===== src/rtl/img_pkg.sv =====
// Shared definitions for the sepia image pipeline: default widths, BMP row
// alignment, the packer state encoding and the 8-bit saturation helper.
package img_pkg;

  localparam int PIX_W          = 10;
  localparam int DIM_W          = 16;
  localparam int BMP_ROW_ALIGN  = 4;

  typedef enum logic [2:0] {
    ST_IDLE   = 3'd0,
    ST_LOAD   = 3'd1,
    ST_EMIT_B = 3'd2,
    ST_EMIT_G = 3'd3,
    ST_EMIT_R = 3'd4,
    ST_PAD    = 3'd5,
    ST_FIN    = 3'd6
  } packer_state_t;

  function automatic logic [7:0] sat_byte(input logic [PIX_W-1:0] v);
    return (v > PIX_W'(255)) ? 8'hFF : v[7:0];
  endfunction

endpackage


===== src/rtl/sat8.sv =====
// Combinational clamp of an unsigned PIX_W-bit channel value to one byte.
module sat8
  import img_pkg::*;
#(
  parameter int W = img_pkg::PIX_W
) (
  input  logic [W-1:0] d,
  output logic [7:0]   q
);

  localparam logic [W-1:0] MAX_BYTE = W'(255);

  assign q = (d > MAX_BYTE) ? 8'hFF : d[7:0];

endmodule


===== src/rtl/bmp_pixel_packer.sv =====
// Serialises saturated RGB pixels into a BMP pixel-array byte stream
// (B,G,R per pixel, each row zero-padded to a 4-byte boundary).
module bmp_pixel_packer
  import img_pkg::*;
#(
  parameter int PIX_W = img_pkg::PIX_W,
  parameter int DIM_W = img_pkg::DIM_W
) (
  input  logic             clk,
  input  logic             rst,
  input  logic             start,
  input  logic [DIM_W-1:0] width,
  input  logic [DIM_W-1:0] height,
  input  logic             in_valid,
  output logic             in_ready,
  input  logic [PIX_W-1:0] in_r,
  input  logic [PIX_W-1:0] in_g,
  input  logic [PIX_W-1:0] in_b,
  output logic             out_valid,
  input  logic             out_ready,
  output logic [7:0]       out_data,
  output logic             out_last,
  output logic             busy,
  output logic             done,
  output logic             err
);

  // Handshake: a transfer happens on a rising edge where valid && ready.
  // The producer never makes valid depend on ready; out_data/out_last are
  // held while out_valid is high and out_ready is low.

  localparam int ALIGN_W = $clog2(BMP_ROW_ALIGN);

  packer_state_t    state_q, state_d;
  logic [DIM_W-1:0] width_q, width_d;
  logic [DIM_W-1:0] height_q, height_d;
  logic [DIM_W-1:0] col_q, col_d;
  logic [DIM_W-1:0] row_q, row_d;
  logic [ALIGN_W-1:0] pad_q, pad_d;
  logic [7:0]       r_q, g_q, b_q;
  logic [7:0]       r_sat, g_sat, b_sat;
  logic             load_pix;

  logic [DIM_W-1:0]   col_inc, row_inc;
  logic [ALIGN_W-1:0] pad_len;
  logic               row_end, last_row;

  sat8 #(.W(PIX_W)) u_sat_r (.d(in_r), .q(r_sat));
  sat8 #(.W(PIX_W)) u_sat_g (.d(in_g), .q(g_sat));
  sat8 #(.W(PIX_W)) u_sat_b (.d(in_b), .q(b_sat));

  // Pad bytes per row = (4 - 3w mod 4) mod 4, which reduces to w mod 4.
  assign pad_len  = width_q[ALIGN_W-1:0];
  assign col_inc  = col_q + DIM_W'(1);
  assign row_inc  = row_q + DIM_W'(1);
  assign row_end  = (col_inc == width_q);
  assign last_row = (row_inc == height_q);

  always_ff @(posedge clk or posedge rst) begin
    if (rst) begin
      state_q  <= ST_IDLE;
      width_q  <= '0;
      height_q <= '0;
      col_q    <= '0;
      row_q    <= '0;
      pad_q    <= '0;
      r_q      <= '0;
      g_q      <= '0;
      b_q      <= '0;
    end else begin
      state_q  <= state_d;
      width_q  <= width_d;
      height_q <= height_d;
      col_q    <= col_d;
      row_q    <= row_d;
      pad_q    <= pad_d;
      if (load_pix) begin
        r_q <= r_sat;
        g_q <= g_sat;
        b_q <= b_sat;
      end
    end
  end

  always_comb begin
    state_d   = state_q;
    width_d   = width_q;
    height_d  = height_q;
    col_d     = col_q;
    row_d     = row_q;
    pad_d     = pad_q;
    load_pix  = 1'b0;
    in_ready  = 1'b0;
    out_valid = 1'b0;
    out_data  = 8'h00;
    out_last  = 1'b0;
    busy      = 1'b0;
    done      = 1'b0;
    err       = 1'b0;

    case (state_q)
      ST_IDLE: begin
        if (start) begin
          if ((width == '0) || (height == '0)) begin
            err = 1'b1;
          end else begin
            width_d  = width;
            height_d = height;
            col_d    = '0;
            row_d    = '0;
            state_d  = ST_LOAD;
          end
        end
      end

      ST_LOAD: begin
        busy     = 1'b1;
        in_ready = 1'b1;
        if (in_valid) begin
          load_pix = 1'b1;
          state_d  = ST_EMIT_B;
        end
      end

      ST_EMIT_B: begin
        busy      = 1'b1;
        out_valid = 1'b1;
        out_data  = b_q;
        if (out_ready) state_d = ST_EMIT_G;
      end

      ST_EMIT_G: begin
        busy      = 1'b1;
        out_valid = 1'b1;
        out_data  = g_q;
        if (out_ready) state_d = ST_EMIT_R;
      end

      ST_EMIT_R: begin
        busy      = 1'b1;
        out_valid = 1'b1;
        out_data  = r_q;
        out_last  = row_end && last_row && (pad_len == '0);
        if (out_ready) begin
          col_d = col_inc;
          if (!row_end) begin
            state_d = ST_LOAD;
          end else if (pad_len != '0) begin
            pad_d   = ALIGN_W'(1);
            state_d = ST_PAD;
          end else begin
            col_d   = '0;
            row_d   = row_inc;
            state_d = last_row ? ST_FIN : ST_LOAD;
          end
        end
      end

      ST_PAD: begin
        busy      = 1'b1;
        out_valid = 1'b1;
        out_last  = (pad_q == pad_len) && last_row;
        if (out_ready) begin
          if (pad_q == pad_len) begin
            col_d   = '0;
            row_d   = row_inc;
            state_d = last_row ? ST_FIN : ST_LOAD;
          end else begin
            pad_d = pad_q + ALIGN_W'(1);
          end
        end
      end

      ST_FIN: begin
        done    = 1'b1;
        state_d = ST_IDLE;
      end

      default: state_d = ST_IDLE;
    endcase
  end

endmodule

===== config.mk =====
export PLATFORM = sky130hd
export DESIGN_NAME = bmp_pixel_packer
export DESIGN_NICKNAME = d
export VERILOG_FILES = /design/src/rtl/img_pkg.sv /design/src/rtl/sat8.sv /design/src/rtl/bmp_pixel_packer.sv
export SDC_FILE = /design/constraint.sdc
export NUM_CORES = 1
export LEC_CHECK = 0
export BUFFER_PORTS_ARGS = -buffer_cell sky130_fd_sc_hd__buf_2
export CAP_MARGIN = 10
export CORE_MARGIN = 2
export CORE_UTILIZATION = 35
export DETAILED_ROUTE_END_ITERATION = 8
export GPL_ROUTABILITY_DRIVEN = 0
export HOLD_SLACK_MARGIN = 0.05
export SYNTH_ARGS = -nofsm -noshare
export SYNTH_HDL_FRONTEND = slang
export SYNTH_HIERARCHICAL = 1
export SYNTH_SLANG_ARGS = --single-unit

===== constraint.sdc =====
create_clock -name clk -period 5.66 [get_ports clk]
set_input_delay 0.566 -clock clk [delete_from_list [all_inputs] [get_ports clk]]
set_output_delay 0.566 -clock clk [all_outputs]
set_load 0.1 [all_outputs]

After elaboration in Yosys (flattened, before gate mapping)
Index checks and enable logic that the tools add are counted.
{"block": "word_totals", "ff_bits": 93, "inputBits": 67, "output_inout_bits": 14, "elab_cells": 101}
{"block": "classes", "n_addsub": 3, "magnitude_cmp": 3, "eq_ne": 21, "mux": 46, "n_bitwise": 1, "reduce_logical": 18}
{"op": "16-bit 2-to-1 mux", "count": 12}
{"op": "16-bit case mux with 3 select lines", "count": 2}
{"op": "3-bit 2-to-1 mux", "count": 11}
{"op": "16-bit by 1-bit adder with 16-bit output, second input constant", "count": 2}
{"op": "16-bit == test", "count": 2}
{"op": "16-bit logical NOT", "count": 2}
{"op": "10-bit by 8-bit > comparator with 1-bit output, second input constant", "count": 3}
{"op": "8-bit 2-to-1 mux", "count": 3}
{"op": "2-bit != test, second input constant", "count": 12}
{"op": "8-bit case mux with 3 select lines", "count": 1}
{"op": "3-bit case mux with 6 select lines", "count": 1}
{"op": "8-bit AND reduction", "count": 2}
{"op": "6-bit AND reduction", "count": 2}
{"op": "2-bit 2-to-1 mux", "count": 5}
{"op": "3-bit == test, second input constant", "count": 3}
{"op": "1-bit 2-to-1 mux", "count": 9}
{"op": "3-bit by 2-bit == test with 1-bit output, second input constant", "count": 2}
{"op": "5-bit OR reduction", "count": 1}
{"op": "2-bit case mux with 2 select lines", "count": 1}
{"op": "2-bit nonzero test", "count": 2}
{"op": "4-bit OR reduction", "count": 1}
{"op": "3-bit by 1-bit == test with 1-bit output, second input constant", "count": 1}
{"op": "1-bit logical AND", "count": 3}
{"op": "3-bit logical NOT", "count": 1}
{"op": "other kinds (8)", "count": 8}

Longest topological paths before layout
{"block": "depth", "ltp_word": 7, "depth_mapped": 12, "ltp_nobuf": 9}

Cells and area by module
The synthesis kept the hierarchy.
{"mod": "bmp_pixel_packer", "n_inst": 1, "cells_each": 577, "area_per_inst_um2": 5766.8, "seq_area_each_um2": 2327.2}
{"mod": "sat8", "n_inst": 3, "cells_each": 8, "area_per_inst_um2": 50.0, "seq_area_each_um2": 0.0}

Least setup slack after synthesis
OpenSTA, ideal clock, no wires.
{"block": "synth_path", "path_kind": "register to register", "from": "register state_q[0]", "to": "register b_q[0]", "setup_ns": 0.125, "arrival_ns": 4.139, "required_ns": 5.535, "slack_ns": 1.396, "path_stages_with_launch": 7, "n_path_buf": 3, "period_less_slack_ns": 4.264, "path_cell_list": "dfrtp_1 -> clkbuf_1 -> nor3b_1 -> and2_1 -> clkbuf_1 -> clkbuf_1 -> mux2_2"}
{"block": "synth_via", "elab_chain_cells": 2}
{"element": "start: declaration", "line": "bmp_pixel_packer.sv:34", "text": "packer_state_t state_q, state_d;"}
{"element": "start signal: assignment", "line": "bmp_pixel_packer.sv:71", "text": "state_q <= state_d;"}
{"element": "3-bit by 1-bit == test with 1-bit output", "line": "bmp_pixel_packer.sv:101", "text": "case (state_q)"}
{"element": "1-bit 2-to-1 mux", "line": "bmp_pixel_packer.sv:101"}
{"element": "end signal: assignment", "line": "bmp_pixel_packer.sv:80", "text": "b_q <= b_sat;"}
{"element": "end: declaration", "line": "bmp_pixel_packer.sv:40", "text": "logic [7:0] r_q, g_q, b_q;"}
Every way passes these cells.
A chain may end at the register's enable or synchronous reset.

Worst setup path after layout
{"block": "layout_path", "from": "register col_q[0]", "to": "output out_last"}
{"block": "layout_via", "elab_chain_cells": 5}
{"element": "start: declaration", "line": "bmp_pixel_packer.sv:37", "text": "logic [DIM_W-1:0] col_q, col_d;"}
{"element": "start signal: assignment", "line": "bmp_pixel_packer.sv:74", "text": "col_q <= col_d;"}
{"element": "16-bit by 1-bit adder with 16-bit output", "line": "bmp_pixel_packer.sv:54", "text": "assign col_inc = col_q + DIM_W'(1);"}
{"element": "16-bit == test", "line": "bmp_pixel_packer.sv:56", "text": "assign row_end = (col_inc == width_q);"}
{"element": "1-bit logical AND (2 in a row)", "line": "bmp_pixel_packer.sv:143", "text": "out_last = row_end && last_row && (pad_len == '0);"}
{"element": "1-bit case mux with 2 select lines", "line": "bmp_pixel_packer.sv:101"}
{"element": "end: declaration", "line": "bmp_pixel_packer.sv:22", "text": "output logic out_last,"}
Every way passes these cells.

==> reports/qor.csv <==
stage,metric,value,unit
worst_setup_path,Crit Path Max Fanout,25,
worst_setup_path,Setup CP Type,reg2out,
synthesis,yosys synthesis warning count,6,
worst_setup_path,worst path required time,5.09,ns
place,Inst Count DP,866,
finish,Non-Filler Instances,882,
sta,fin crit share,78.1,%
worst_setup_path,worst-path cell with the longest stage delay,nor4_1,
detailed_routing,DR vias,5017,
worst_setup_path,critical path arrival,3.85,ns
synthesis,Yosys top cell by area,dfrtp_1,
synthesis,"Seq/Total Area, Yosys",39.3,%
synthesis,share of the synthesized area in the top cell type,39.3,%
floorplanning,Site Rows,47,
power_and_ir_drop,Lkg Pwr,2.65,nW
synthesis,top post-synthesis cells by count,"93 x dfrtp_1, 56 x mux2_2, 42 x nand2_1",
clocking,clk buf depth,2,
detailed_routing,routed len/inst,17.4,um
worst_setup_path,worst path bufs/invs,1,
worst_setup_path,reg2reg path depth,8,
global_route,gr usage total,17.6,%
synthesis,most frequent cell after synthesis,dfrtp_1,
global_route,largest net degree at the start of global routing,49,
clocking,TritonCTS clock tree,built,
worst_setup_path,"CP delay by family, top",simple AND/OR/NAND/NOR gates,
finish,Reg area,2330,sq um
sta,Least-Margin Pin Slew,1.08,ns
clocking,clock root cell,clkbuf_16,
worst_setup_path,crit path cell chain,ha_1 -> nand3_4 -> nor4_1 -> o311ai_1 -> o31ai_4 -> nand4_4 -> o21ai_0 -> and4_1 -> buf_2,
worst_setup_path,r2r setup slk,2.00,ns
finish,Area growth syn-to-layout,14.6,%
finish,nets,728,
sta,final setup vio count,0,
clocking,cts repair resizes,0,
floorplanning,Initial Util,35.7,%
sta,"Hold Vio Cnt, Final",0,
sta,RSZ-0062 raised after global routing,no,
worst_setup_path,R2R Path End,col_q[10],
global_route,GRT Residual Overflow,0,
sta,Max Clock Freq,226,MHz
floorplanning,Die Footprint,18000,sq um
synthesis,Post-Syn Instances,601,
place,I/O Buffers,80,
finish,footprint of the multi-input gates,3300,sq um
sta,fin. max-slew vios,0,
global_route,vias in the first global route,4888,
synthesis,dominant synthesized flop cell,dfrtp_1,
clocking,clk slew on worst S/H paths,0.07,ns
floorplanning,num ports,81,
synthesis,"top cells by area, synth","dfrtp_1 39%, mux2_2 11%, xnor2_1 3.3%, or3_1 3.2%, xor2_1 3.1%",
clocking,htree depth,3,
sta,Max transition margin,27.7,%
finish,"Core Util, Final",40.9,%
finish,Fillers,1650,
floorplanning,die width,134,um
synthesis,Seq cells post-synth,93,
detailed_routing,Post-DRT Antenna Nets,0,
status,status,finished clean,
sta,skew final,0.00831,ns
worst_setup_path,Worst Setup End Kind,primary output,
clocking,clk sinks,93,
hold_path,hold crit path type,in2async,
detailed_routing,Residual DRC,0,
place,HPWL after DPL,11200,um
floorplanning,die height,134,um
worst_setup_path,Setup crit start kind,register,
clocking,Num CTS Buffers,9,
finish,ant diodes,0,
detailed_routing,via/cell ratio,5.69,
synthesis,"Avg Cell Area, Syn",9.85,sq um
detailed_routing,TritonRoute pass-1 iters,7,
floorplanning,Core ar.,16600,sq um
power_and_ir_drop,Final Total Pwr,3.29,mW
synthesis,Post-synth EDFFs,0,
detailed_routing,Iter 0 DRT Violations,382,
global_route,initial antenna violation count,0,
clocking,hold_buf cts,0,
global_route,first-pass GRT wire length,25400,um
clocking,clk_lat worst skew,0.36,ns
sta,WHS,0.332,ns
power_and_ir_drop,peak supply drop,0.326,mV
worst_setup_path,max incr delay on CP,0.61,ns
synthesis,Netlist cell types,69,
clocking,Setup Buffers After CTS,0,
sta,Fin Setup TNS,0,ns
power_and_ir_drop,pwr dens,485,nW/um^2
detailed_routing,Routed WL,15300,um
synthesis,syn nets,672,
finish,layout cell share with drive strength beyond 1,27.8,%
run,max capacitance violation total,0,
synthesis,Synth Cell Area,5920,sq um
sta,Final min period,4.42,ns
worst_setup_path,reg2reg start,state_q[1],
synthesis,async set or reset register ratio after synthesis,100,%
state kept, by name, indices dropped and copies added, names as in the netlist:
name      flops
r_q           8
g_q           8
col_q        16
width_q      16
state_q       3
pad_q         2
row_q        16
b_q           8
height_q     16
power by group:
part	switching, mW	internal [mW]
clock	0.278	0.434
sequential	0.224	0.884
combinational	0.917	0.555
cell type report:
type / count / share of cell area [%]
sequential: 93 / 34.3
clock buffer: 9 / 3.32
multi-input combinational: 442 / 48.7
timing repair buffer: 83 / 6.24
clock inverter: 7 / 1.83
inverter: 28 / 1.57
tap: 220 / 4.06
cells by family after synthesis:
kind of cell	after synthesis	share of synthesized area, %
buf+inv	66	4.86
fa+ha+maj	4	0.846
xor+xnor	43	6.36
simple gates	209	20.3
compound gates	125	16.7
flops	93	39.3
mux	61	11.6
worst max path at each step:
stage | cells past startpoint | from | slack, ns | endpoint
floorplan | 6 | state_q[0] | 1.40 | b_q[0]
global placement | 9 | col_q[0] | 1.76 | out_last
detailed placement | 9 | col_q[0] | 1.67 | out_last
CTS | 9 | col_q[0] | 1.26 | out_last
global route | 9 | col_q[0] | 0.96 | out_last
finish | 9 | col_q[0] | 1.24 | out_last
layout by cell type, fill, tap and decap left out, types with 12 or more instances in the layout:
cell       netlist  final
nand4_1         16     16
a21oi_1         12     12
xnor2_1         22     22
o2bb2ai_1       13     13
nand3_1         16     16
inv_1           28     27
or3_1           30     30
o21ai_0         22     22
nor2_1          31     31
mux2_2          56     56
buf_2           11     80
nand2_1         42     42
dfrtp_1         93     93
xor2_1          21     21
through the flow:
step	cell area (sq um)	setup WS [ns]
after CTS	6780	1.26
after floorplan	5920	1.40
after global placement	6430	1.76
final	6780	1.24
after detailed placement	6430	1.67
after global routing	6780	0.963
per-layer routing:
metal / up-vias / GRT usage, % / routed length (um)
li1: 2337 / - / -
met1: 2463 / 22.8 / 6730
met4: 0 / 4.91 / 291
met3: 23 / 4.46 / 928
met2: 194 / 29.5 / 7400
met5: - / 0 / 0
Note: power is estimated with default switching activity, not from simulation.
